==> src/rtl/maze_pkg.sv <==
// Shared types and helpers for the maze solver: grid geometry, direction and solver state encodings.
package maze_pkg;

  localparam int GRID  = 16;
  localparam int CELLS = GRID * GRID;

  typedef enum logic [1:0] {DIR_UP, DIR_RIGHT, DIR_DOWN, DIR_LEFT} dir_e;

  typedef enum logic [1:0] {IDLE, RUN, SOLVED, FAIL} state_e;

  function automatic logic [7:0] cell_idx(input logic [3:0] x, input logic [3:0] y);
    return 8'(x) + 8'(GRID) * 8'(y);
  endfunction

endpackage

==> src/rtl/maze_solver_stack.sv <==
// 256-entry LIFO of 8-bit cell indices with a registered top; holds the backtrack trail of the solver.
module maze_solver_stack (
  input  logic       clk,
  input  logic       rst,
  input  logic       clr_i,
  input  logic       push_i,
  input  logic       pop_i,
  input  logic [7:0] din_i,
  output logic [7:0] top_o,
  output logic       empty_o
);

  logic [7:0] mem_q [256];
  logic [8:0] ptr_q;
  logic [7:0] top_q;
  logic [7:0] rd_idx;

  // Entry below the current top becomes the new top after a pop.
  assign rd_idx = ptr_q[7:0] - 8'd2;

  always_ff @(posedge clk) begin
    if (push_i && !clr_i) mem_q[ptr_q[7:0]] <= din_i;
  end

  always_ff @(posedge clk or posedge rst) begin
    if (rst) begin
      ptr_q <= '0;
      top_q <= '0;
    end else if (clr_i) begin
      ptr_q <= '0;
      top_q <= '0;
    end else if (push_i) begin
      ptr_q <= ptr_q + 9'd1;
      top_q <= din_i;
    end else if (pop_i && ptr_q != 9'd0) begin
      ptr_q <= ptr_q - 9'd1;
      top_q <= (ptr_q >= 9'd2) ? mem_q[rd_idx] : 8'd0;
    end
  end

  assign top_o   = top_q;
  assign empty_o = (ptr_q == 9'd0);

endmodule

==> src/rtl/maze_solver.sv <==
// Depth-first maze solver: snapshots the maze on start, takes one move per step period,
// and publishes the current path as a bitmap in the same layout as the maze.
module maze_solver #(
  parameter int STEP_W = 26,
  parameter int GRID   = 16
) (
  input  logic              clk,
  input  logic              rst,
  input  logic              start,
  input  logic [STEP_W-1:0] slow_time,
  input  logic [255:0]      maze_data,
  input  logic [4:0]        maze_width,
  input  logic [4:0]        maze_height,
  input  logic [3:0]        finish_x,
  input  logic [3:0]        finish_y,
  output logic [3:0]        curr_x,
  output logic [3:0]        curr_y,
  output logic [255:0]      path_data,
  output logic [8:0]        path_len,
  output logic              busy,
  output logic              solved,
  output logic              failed
);
  import maze_pkg::*;

  state_e            state_q, state_d;
  logic [STEP_W-1:0] cnt_q, cnt_d;
  logic              arm_q, arm_d;
  logic [3:0]        cx_q, cx_d, cy_q, cy_d;
  logic [8:0]        len_q, len_d;
  logic [CELLS-1:0]  vis_q, vis_d, path_q, path_d;

  logic [CELLS-1:0]  maze_q;
  logic [4:0]        w_q, h_q;
  logic [3:0]        fx_q, fy_q;

  logic              st_push, st_pop, st_clr, st_empty;
  logic [7:0]        st_top;

  logic [7:0]        cur_idx, up_idx, rt_idx, dn_idx, lf_idx, mv_idx;
  logic [3:0]        elig;
  dir_e              dir;

  assign cur_idx = cell_idx(cx_q, cy_q);
  assign up_idx  = cell_idx(cx_q, cy_q - 4'd1);
  assign rt_idx  = cell_idx(cx_q + 4'd1, cy_q);
  assign dn_idx  = cell_idx(cx_q, cy_q + 4'd1);
  assign lf_idx  = cell_idx(cx_q - 4'd1, cy_q);

  // Bounds are checked before the index is trusted, so a wrapped index never matters.
  assign elig = {
    (cx_q != 4'd0)                      && maze_q[lf_idx] && !vis_q[lf_idx],
    (({1'b0, cy_q} + 5'd1) < h_q)       && maze_q[dn_idx] && !vis_q[dn_idx],
    (({1'b0, cx_q} + 5'd1) < w_q)       && maze_q[rt_idx] && !vis_q[rt_idx],
    (cy_q != 4'd0)                      && maze_q[up_idx] && !vis_q[up_idx]
  };

  always_comb begin
    dir    = DIR_LEFT;
    mv_idx = lf_idx;
    if      (elig[0]) dir = DIR_UP;
    else if (elig[1]) dir = DIR_RIGHT;
    else if (elig[2]) dir = DIR_DOWN;
    case (dir)
      DIR_UP:    mv_idx = up_idx;
      DIR_RIGHT: mv_idx = rt_idx;
      DIR_DOWN:  mv_idx = dn_idx;
      DIR_LEFT:  mv_idx = lf_idx;
    endcase
  end

  always_comb begin
    state_d = state_q;
    cnt_d   = cnt_q;
    arm_d   = arm_q;
    cx_d    = cx_q;
    cy_d    = cy_q;
    len_d   = len_q;
    vis_d   = vis_q;
    path_d  = path_q;
    st_push = 1'b0;
    st_pop  = 1'b0;
    st_clr  = 1'b0;
    if (state_q == RUN) begin
      // arm_q spends the cycle right after start without counting.
      if (arm_q) begin
        arm_d = 1'b0;
      end else if (cnt_q != slow_time) begin
        cnt_d = cnt_q + STEP_W'(1);
      end else begin
        cnt_d = '0;
        if (!maze_q[0]) begin
          state_d = FAIL;
          path_d  = '0;
          len_d   = '0;
        end else if (cx_q == fx_q && cy_q == fy_q) begin
          state_d = SOLVED;
        end else if (|elig) begin
          st_push        = 1'b1;
          cx_d           = mv_idx[3:0];
          cy_d           = mv_idx[7:4];
          vis_d[mv_idx]  = 1'b1;
          path_d[mv_idx] = 1'b1;
          len_d          = len_q + 9'd1;
        end else if (st_empty) begin
          state_d = FAIL;
          path_d  = '0;
          len_d   = '0;
        end else begin
          st_pop          = 1'b1;
          path_d[cur_idx] = 1'b0;
          cx_d            = st_top[3:0];
          cy_d            = st_top[7:4];
          len_d           = len_q - 9'd1;
        end
      end
    end
    if (start) begin
      state_d = RUN;
      cnt_d   = '0;
      arm_d   = 1'b1;
      cx_d    = '0;
      cy_d    = '0;
      len_d   = 9'd1;
      vis_d   = CELLS'(1);
      path_d  = CELLS'(1);
      st_push = 1'b0;
      st_pop  = 1'b0;
      st_clr  = 1'b1;
    end
  end

  always_ff @(posedge clk or posedge rst) begin
    if (rst) begin
      state_q <= IDLE;
      cnt_q   <= '0;
      arm_q   <= 1'b0;
      cx_q    <= '0;
      cy_q    <= '0;
      len_q   <= '0;
      vis_q   <= '0;
      path_q  <= '0;
    end else begin
      state_q <= state_d;
      cnt_q   <= cnt_d;
      arm_q   <= arm_d;
      cx_q    <= cx_d;
      cy_q    <= cy_d;
      len_q   <= len_d;
      vis_q   <= vis_d;
      path_q  <= path_d;
    end
  end

  always_ff @(posedge clk or posedge rst) begin
    if (rst) begin
      maze_q <= '0;
      w_q    <= '0;
      h_q    <= '0;
      fx_q   <= '0;
      fy_q   <= '0;
    end else if (start) begin
      maze_q <= maze_data;
      w_q    <= (maze_width == 5'd0 || maze_width > 5'(GRID)) ? 5'(GRID) : maze_width;
      h_q    <= (maze_height == 5'd0 || maze_height > 5'(GRID)) ? 5'(GRID) : maze_height;
      fx_q   <= finish_x;
      fy_q   <= finish_y;
    end
  end

  maze_solver_stack u_stack (
    .clk     (clk),
    .rst     (rst),
    .clr_i   (st_clr),
    .push_i  (st_push),
    .pop_i   (st_pop),
    .din_i   (cur_idx),
    .top_o   (st_top),
    .empty_o (st_empty)
  );

  assign curr_x    = cx_q;
  assign curr_y    = cy_q;
  assign path_data = path_q;
  assign path_len  = len_q;
  assign busy      = (state_q == RUN);
  assign solved    = (state_q == SOLVED);
  assign failed    = (state_q == FAIL);

endmodule
==> config.mk <==
export PLATFORM = sky130hd
export DESIGN_NAME = maze_solver
export DESIGN_NICKNAME = d
export VERILOG_FILES = /design/src/rtl/maze_pkg.sv /design/src/rtl/maze_solver_stack.sv /design/src/rtl/maze_solver.sv
export SDC_FILE = /design/constraint.sdc
export NUM_CORES = 2
export LEC_CHECK = 0
export BUFFER_PORTS_ARGS = -buffer_cell sky130_fd_sc_hd__buf_2
export CAP_MARGIN = 10
export CELL_PAD_IN_SITES_DETAIL_PLACEMENT = 0
export CELL_PAD_IN_SITES_GLOBAL_PLACEMENT = 1
export CORE_ASPECT_RATIO = 1.75
export CORE_MARGIN = 2
export CORE_UTILIZATION = 40
export CTS_BUF_LIST = sky130_fd_sc_hd__clkbuf_8
export CTS_CLUSTER_DIAMETER = 120
export DETAILED_ROUTE_END_ITERATION = 16
export GPL_TIMING_DRIVEN = 0
export HOLD_SLACK_MARGIN = 0.03
export PLACE_DENSITY = 0.72
export RECOVER_POWER = 50
export SLEW_MARGIN = 15
export SYNTH_ARGS = -nofsm -noshare
export SYNTH_HDL_FRONTEND = slang
export SYNTH_HIERARCHICAL = 1
export SYNTH_SLANG_ARGS = --single-unit
==> constraint.sdc <==
create_clock -name clk -period 29.9 [get_ports clk]
set_clock_uncertainty 0.15 [all_clocks]
set_input_delay 2.99 -clock clk [delete_from_list [all_inputs] [get_ports clk]]
set_output_delay 2.99 -clock clk [all_outputs]
set_load 0.02 [all_outputs]
After elaboration in Yosys (flattened, before gate mapping). Memory sizes are Yosys's and may differ from the RTL's. Index checks and enable logic that the tools add are counted.

$add $sub $neg: 17. Order comparisons: 13. Equal/unequal tests: 16. Mux-type cells: 104. Bitwise operators: 4. Reduce and logical (&&, ||, !) cells: 37.

Operators by type and width (number): $mux 256 (15); $or 256x256->256 (2); $and 256x256->256 (1); $not 256->256 (1); $mux 26 (4); $mux 9 (11); $bmux 1 s8 (8); $mux 4 (16); $lt 8x9->1 const B (6); $add 4x8->8 (5); $mux 8 (4); $pmux 8 s4 (1); $mux 1 (31); $add 26x1->26 const B (1); $ne 26x26->1 (1); $mux 2 (10); $add 9x1->9 const B (2); $sub 9x1->9 const B (2); $demux 1 s8 (2); $ge 8x1->1 const B (2); $logic_and 1x1->1 (13); $reduce_and 6->1 (2); $add 4x1->5 const B (2); $gt 5x5->1 const B (2); 27 further kinds (47).

Register bits: 849. RAM bits: 2048. Input port bits: 303. Output and inout bits: 276. Logic and storage cells: 207. Memories kept: 1.

Memory list: u_stack.mem_q (depth 256, bits a word 8, rd ports 1, clocked after memory_dff 0, write ports 1, line maze_solver_stack.sv:13) `logic [7:0] mem_q [256];`.

Longest topological paths before layout.
Depth in word-level cells: 23. Gate-level depth with buffers: 34. Mapped depth without buffers: 24.

Modules after synthesis. The synthesis kept the hierarchy.

By module, submodules not included: maze_solver_stack (times used 1, cells each 3953, area each 81164.1 um2, sequential area each 61924.4 um2); maze_solver (times used 1, cells each 4408, area each 46434.5 um2, sequential area each 20820.0 um2).

Worst setup path after synthesis. No wires, ideal clock.

Path type: register to register. From: register cx_q[1], in the netlist curr_x[1]. To: memory u_stack.mem_q[188][0], enable pin. Setup time: 0.383 ns. Arrival time: 10.186 ns. Data required time: 29.367 ns. Setup slack: 19.180 ns. Stages on the path, launching flop included: 28. Path buffers: 11. Clock period less this slack: 10.720 ns. Cells stage by stage: dfrtp_1 -> buf_2 -> buf_2 -> inv_1 -> clkbuf_1 -> ha_1 -> buf_2 -> buf_2 -> buf_2 -> buf_1 -> mux4_2 -> mux4_2 -> mux2i_1 -> nand3_1 -> o211ai_1 -> and3_1 -> a31oi_4 -> nand2_2 -> nand2_2 -> inv_2 -> buf_6 -> buf_6 -> buf_6 -> inv_1 -> nor2_1 -> clkbuf_1 -> nand3_1 -> nor3_1.

Cells in the longest elaborated chain, start to end: 17. Elaborated cells on any way between the ends: 50. Those cells by class: add/sub (7); order compare (1); eq/ne (1); mux (25); reduce/logical (16).

Ends and longest elaborated chain: from (decl) (line maze_solver.sv:29) `logic [3:0] cx_q, cx_d, cy_q, cy_d;`; from (signal assigned) (line maze_solver.sv:138) `cx_q <= '0;`; from (signal assigned) (line maze_solver.sv:147) `cx_q <= cx_d;`; $add 4x1->4 / $sub 4x1->4 (equally long branches) (line maze_solver.sv:46, maze_solver.sv:48); $add 4x8->8 (line maze_pkg.sv:12) `return 8'(x) + 8'(GRID) * 8'(y);`; $bmux 1 s8 (on tied branches) (line maze_solver.sv:54, maze_solver.sv:52); $mux 1 (on tied branches) (line maze_solver.sv:54, maze_solver.sv:52); $logic_and 1x1->1, or another cell as far along (line maze_solver.sv:54) `(({1'b0, cx_q} + 5'd1) < w_q) && maze_q[rt_idx] && !vis_q[rt_idx],`; $logic_and 1x1->1 (on tied branches) (line maze_solver.sv:54, maze_solver.sv:52); $reduce_or 4->1 (line maze_solver.sv:98) `end else if (|elig) begin`; $mux 1 (line maze_solver.sv:98); [2 not listed]; $mux 1 (*) (line maze_solver.sv:88) `end else if (cnt_q != slow_time) begin`; $mux 1 (*) (line maze_solver.sv:86) `if (arm_q) begin`; $mux 1 (*) (line maze_solver.sv:84) `if (state_q == RUN) begin`; $mux 1 (*) (line maze_solver.sv:118) `if (start) begin`; named net st_push (line maze_solver.sv:37) `logic st_push, st_pop, st_clr, st_empty;`; $logic_and 1x1->1 (*) (line maze_solver_stack.sv:22) `if (push_i && !clr_i) mem_q[ptr_q[7:0]] <= din_i;`; $mux 1 (*) (line maze_solver_stack.sv:22); $mux 1 (implied by the code) (*) (line maze_solver_stack.sv:22); to (decl) (line maze_solver_stack.sv:13).

Mark *: on every way through the listed nets, which the timed path passes. The rest lies on a longest branch. The select of a mux whose other input is x is not followed.

Final worst setup path.
From: register cx_q[0], in the netlist curr_x[0]. To: memory u_stack.mem_q[84][3], enable pin.

Same word-level chain as after synthesis.

==> flow_metrics.py <==
metrics = {
    "outcome": {
        "status": "finished, violations left",
        "violations": "max-capacitance violations, max-slew violations",
    },
    "worst_setup_path": {
        "reg2reg_from": "curr_x[0]",
        "crit_start": "curr_x[0]",
        "critPathCapture": "u_stack/mem_q[84][3]",
        "startpoint_type": "flip-flop",
        "cp.arrival_ps": 24280,
        "worstPathMaxFanout": 68,
        "max_stage_delay_ps": 2570,
        "ff2ff_path_depth": 32,
        "critPathRequiredTime_ps": 30550,
        "worstSetupPathType": "reg2reg",
        "regToRegEndpoint": "u_stack/mem_q[84][3]",
        "slowest_stage": "clkbuf_1",
        "r2r_slack_ps": 6270,
        "worstSetupEndpointType": "flip-flop",
    },
    "die": {
        "row_count": 274,
        "io_pins": 579,
        "die_h_microns": 751,
        "start_util_pct": 40.2,
        "dieArea_sq_um": 324000,
        "design.core.area_sq_um": 318000,
        "dieWidth_microns": 431,
    },
    "timing": {
        "worst_pin_slew_ps": 6380,
        "clock.fmax_mhz": 42.3,
        "maxSlewHeadroom_pct": -325,
        "fin_crit_ps": 23630,
        "rsz0062_at_grt": "false",
        "setup_violations": 0,
        "fin_tns_setup_ps": 0,
        "period_share_pct": 79.0,
        "worst_slack_ps": 6270,
        "final_max_slew_viol_count": 3016,
        "finalHoldViolations": 0,
        "hold_ws_ps": 350,
    },
    "yosys": {
        "ys_warn_count": 6,
        "async_flop_share_pct": 29.3,
        "ys.flop_type": "edfxtp_1",
        "ys_seq_area_share_pct": 64.8,
        "synth.distinct_cells": 108,
        "synth_top_area_share_pct": 48.2,
        "syn_area_sq_um": 128000,
        "syn_area_per_cell_sq_um": 15.3,
        "synth-seq-cells": 2897,
        "synth_area_leaders": "edfxtp_1, dfrtp_1, mux4_2, o21ai_0, mux2_2",
        "yosys.area.top_type": "edfxtp_1",
        "synth_cells": 8361,
        "synth_nets": 8697,
        "synth_edf_count": 2048,
    },
    "place": {
        "gp_routability_congestion": 1.10,
        "dp_slack_ps": 12670,
        "io_buffers": 578,
        "hpwl_microns": 584000,
    },
    "drt": {
        "wl_per_cell_microns": 54.9,
        "via_per_inst": 6.97,
        "drt_iter0_markers": 13600,
        "wirelength_microns": 777000,
        "dr_wl_met3_microns": 76600,
        "dr.pass1.iters": 6,
        "vias": 98700,
        "drc": 0,
        "wl_met1_microns": 210000,
        "top_layer": "met5",
        "postRouteAntennaNets": 0,
        "dr_wl_met2_microns": 365000,
    },
    "cts": {
        "cts_num_sinks": 2897,
        "cts_buffers": 430,
        "root_buffer": "clkbuf_8",
        "htree_levels": 5,
        "ctsResizeCount": 0,
        "cts_hold_buffers": 0,
        "clockBufferDepth": 4,
        "insertion_delay_ps": 1220,
        "cts_tree": "done",
        "cts_setup_buffers": 0,
        "cts.clk_slew.worst_paths_ps": 90,
    },
    "grt": {
        "grt_start_max_net_pins": 114,
        "grt_pass1_vias": 95600,
        "grt_pass1_wl_microns": 989000,
        "track_usage_pct": 47.6,
        "grt.overflow.total": 0,
        "antenna_found_initial": 126,
    },
    "cells_and_area": {
        "layout.nets": 9842,
        "syn2layout_area_growth_pct": 14.9,
        "final_util_pct": 46.1,
        "final_layout_size_suffix_gt1_share_pct": 27.6,
    },
    "run": {
        "maxCapViolations": 49,
    },
    "power_and_ir_drop": {
        "vdd_drop_max_uv": 48.6,
        "p_total_mw": 7.93,
        "powerDensity_nw_per_um2": 54.1,
        "p_leak_nw": 54.0,
    },
    "hold_path": {
        "hold_class": "reg2reg",
    },
}
-- stage by stage --
stage | std cells | cell area, sq um
after detailed placement | 13200 | 139000
final | 14200 | 147000
after CTS | 14000 | 147000
after global placement | 13100 | 136000
after global routing | 14000 | 146000
after floorplan | 8361 | 128000
-- routing by layer --
| layer | vias to the layer above | GRT usage (%) |
|---|---|---|
| met3 | 3819 | 14.7 |
| li1 | 35600 | - |
| met5 | - | 0.0295 |
| met2 | 8885 | 76.2 |
| met1 | 50300 | 42.6 |
| met4 | 54 | 62.0 |
-- power breakdown --
group | total [mW] | switching, mW | internal (mW)
Clock | 3.26 | 1.68 | 1.57
Sequential | 4.36 | 0.0656 | 4.29
Combinational | 0.310 | 0.209 | 0.101
-- cell families after synthesis --
group                    synth area share (%)
buffers and inverters                    3.04
XOR/XNOR                                0.605
AO/OA/AOI/OAI                            9.61
adder cells (fa/ha/maj)                 0.329
flip-flops                               64.8
AND/OR/NAND/NOR                          5.22
multiplexers                             16.4
-- cells in the final DEF (no fill, tap or decap), drive strengths merged, types with 31 or more instances in the layout --
cell / instances
edfxtp: 2048
buf: 1021
dfrtp: 849
clkbuf: 827
mux4: 703
o21ai: 668
nand2: 541
nor2: 437
a21oi: 373
inv: 298
mux2: 254
o2bb2ai: 234
mux2i: 217
diode: 157
clkinv: 153
nand3: 146
o22ai: 85
nand4: 67
a32oi: 64
o32ai: 62
nor3: 53
o221ai: 52
a22oi: 48
xor2: 47
a31oi: 43
xnor2: 36
and3: 35
o211ai: 33
nand2b: 32
ha: 32
nor2b: 32
a211oi: 31
-- synthesized netlist by cell type, types with 11 or more instances --
master / number
a2111oi_0: 14
a211oi_1: 30
a21oi_1: 372
a221oi_1: 19
a22o_1: 26
a22oi_1: 47
a311oi_1: 17
a31oi_1: 42
a32oi_1: 64
and2_1: 24
and3_1: 35
buf_1: 59
buf_2: 191
buf_4: 74
buf_6: 27
clkbuf_1: 324
dfrtp_1: 849
edfxtp_1: 2048
ha_1: 32
inv_1: 148
mux2_2: 253
mux2i_1: 217
mux4_2: 703
nand2_1: 538
nand2b_1: 32
nand3_1: 141
nand3b_1: 14
nand4_1: 58
nor2_1: 425
nor2b_1: 32
nor3_1: 51
nor3b_1: 13
nor4_1: 26
o2111ai_1: 16
o211ai_1: 32
o21ai_0: 602
o21ai_1: 66
o221ai_1: 52
o22ai_1: 85
o2bb2ai_1: 233
o311ai_0: 11
o32ai_1: 61
xnor2_1: 35
xor2_1: 45
-- how the worst min path moves through the flow --
stage                     cells past startpoint  slack [ps]              to           start
after floorplan                               1         300          h_q[0]          h_q[0]
after global placement                        2         330  path_data[241]  path_data[241]
after detailed placement                      2         340  path_data[120]  path_data[120]
after CTS                                     2         350  path_data[120]  path_data[120]
after global routing                          2         380  path_data[120]  path_data[120]
final                                         2         350   path_data[88]   path_data[88]
-- sequential cells by signal, summed over array words and instances (netlist names), 4 cells and up --
name	count
u_stack/mem_q	2048
maze_q	256
path_data	256
vis_q	256
cnt_q	26
path_len	9
u_stack/ptr_q	9
u_stack/top_o	8
h_q	5
w_q	5
curr_x	4
curr_y	4
fx_q	4
fy_q	4
-- layout make-up --
cell class                 count  area [sq um]
fill                       28300        171000
sequential                  2897         82700
multi-input combinational   4631         41300
clock buffer                 458          6300
tap                         4140          5180
timing repair buffer         713          4740
buffer                       677          3430
clock inverter               329          1920
inverter                     156           587
antenna                      157           393
-- critical path: cells and delay by family, from the launching register on --
| family | cells | cell delay [ps] |
|---|---|---|
| and+or+nand+nor | 9 | 5250 |
| AOI/OAI and AO/OA | 3 | 1470 |
| adders and majority gates | 1 | 350 |
| DFF | 1 | 670 |
| buffers and inverters | 19 | 14870 |
Power figures use the tool's default switching activity.
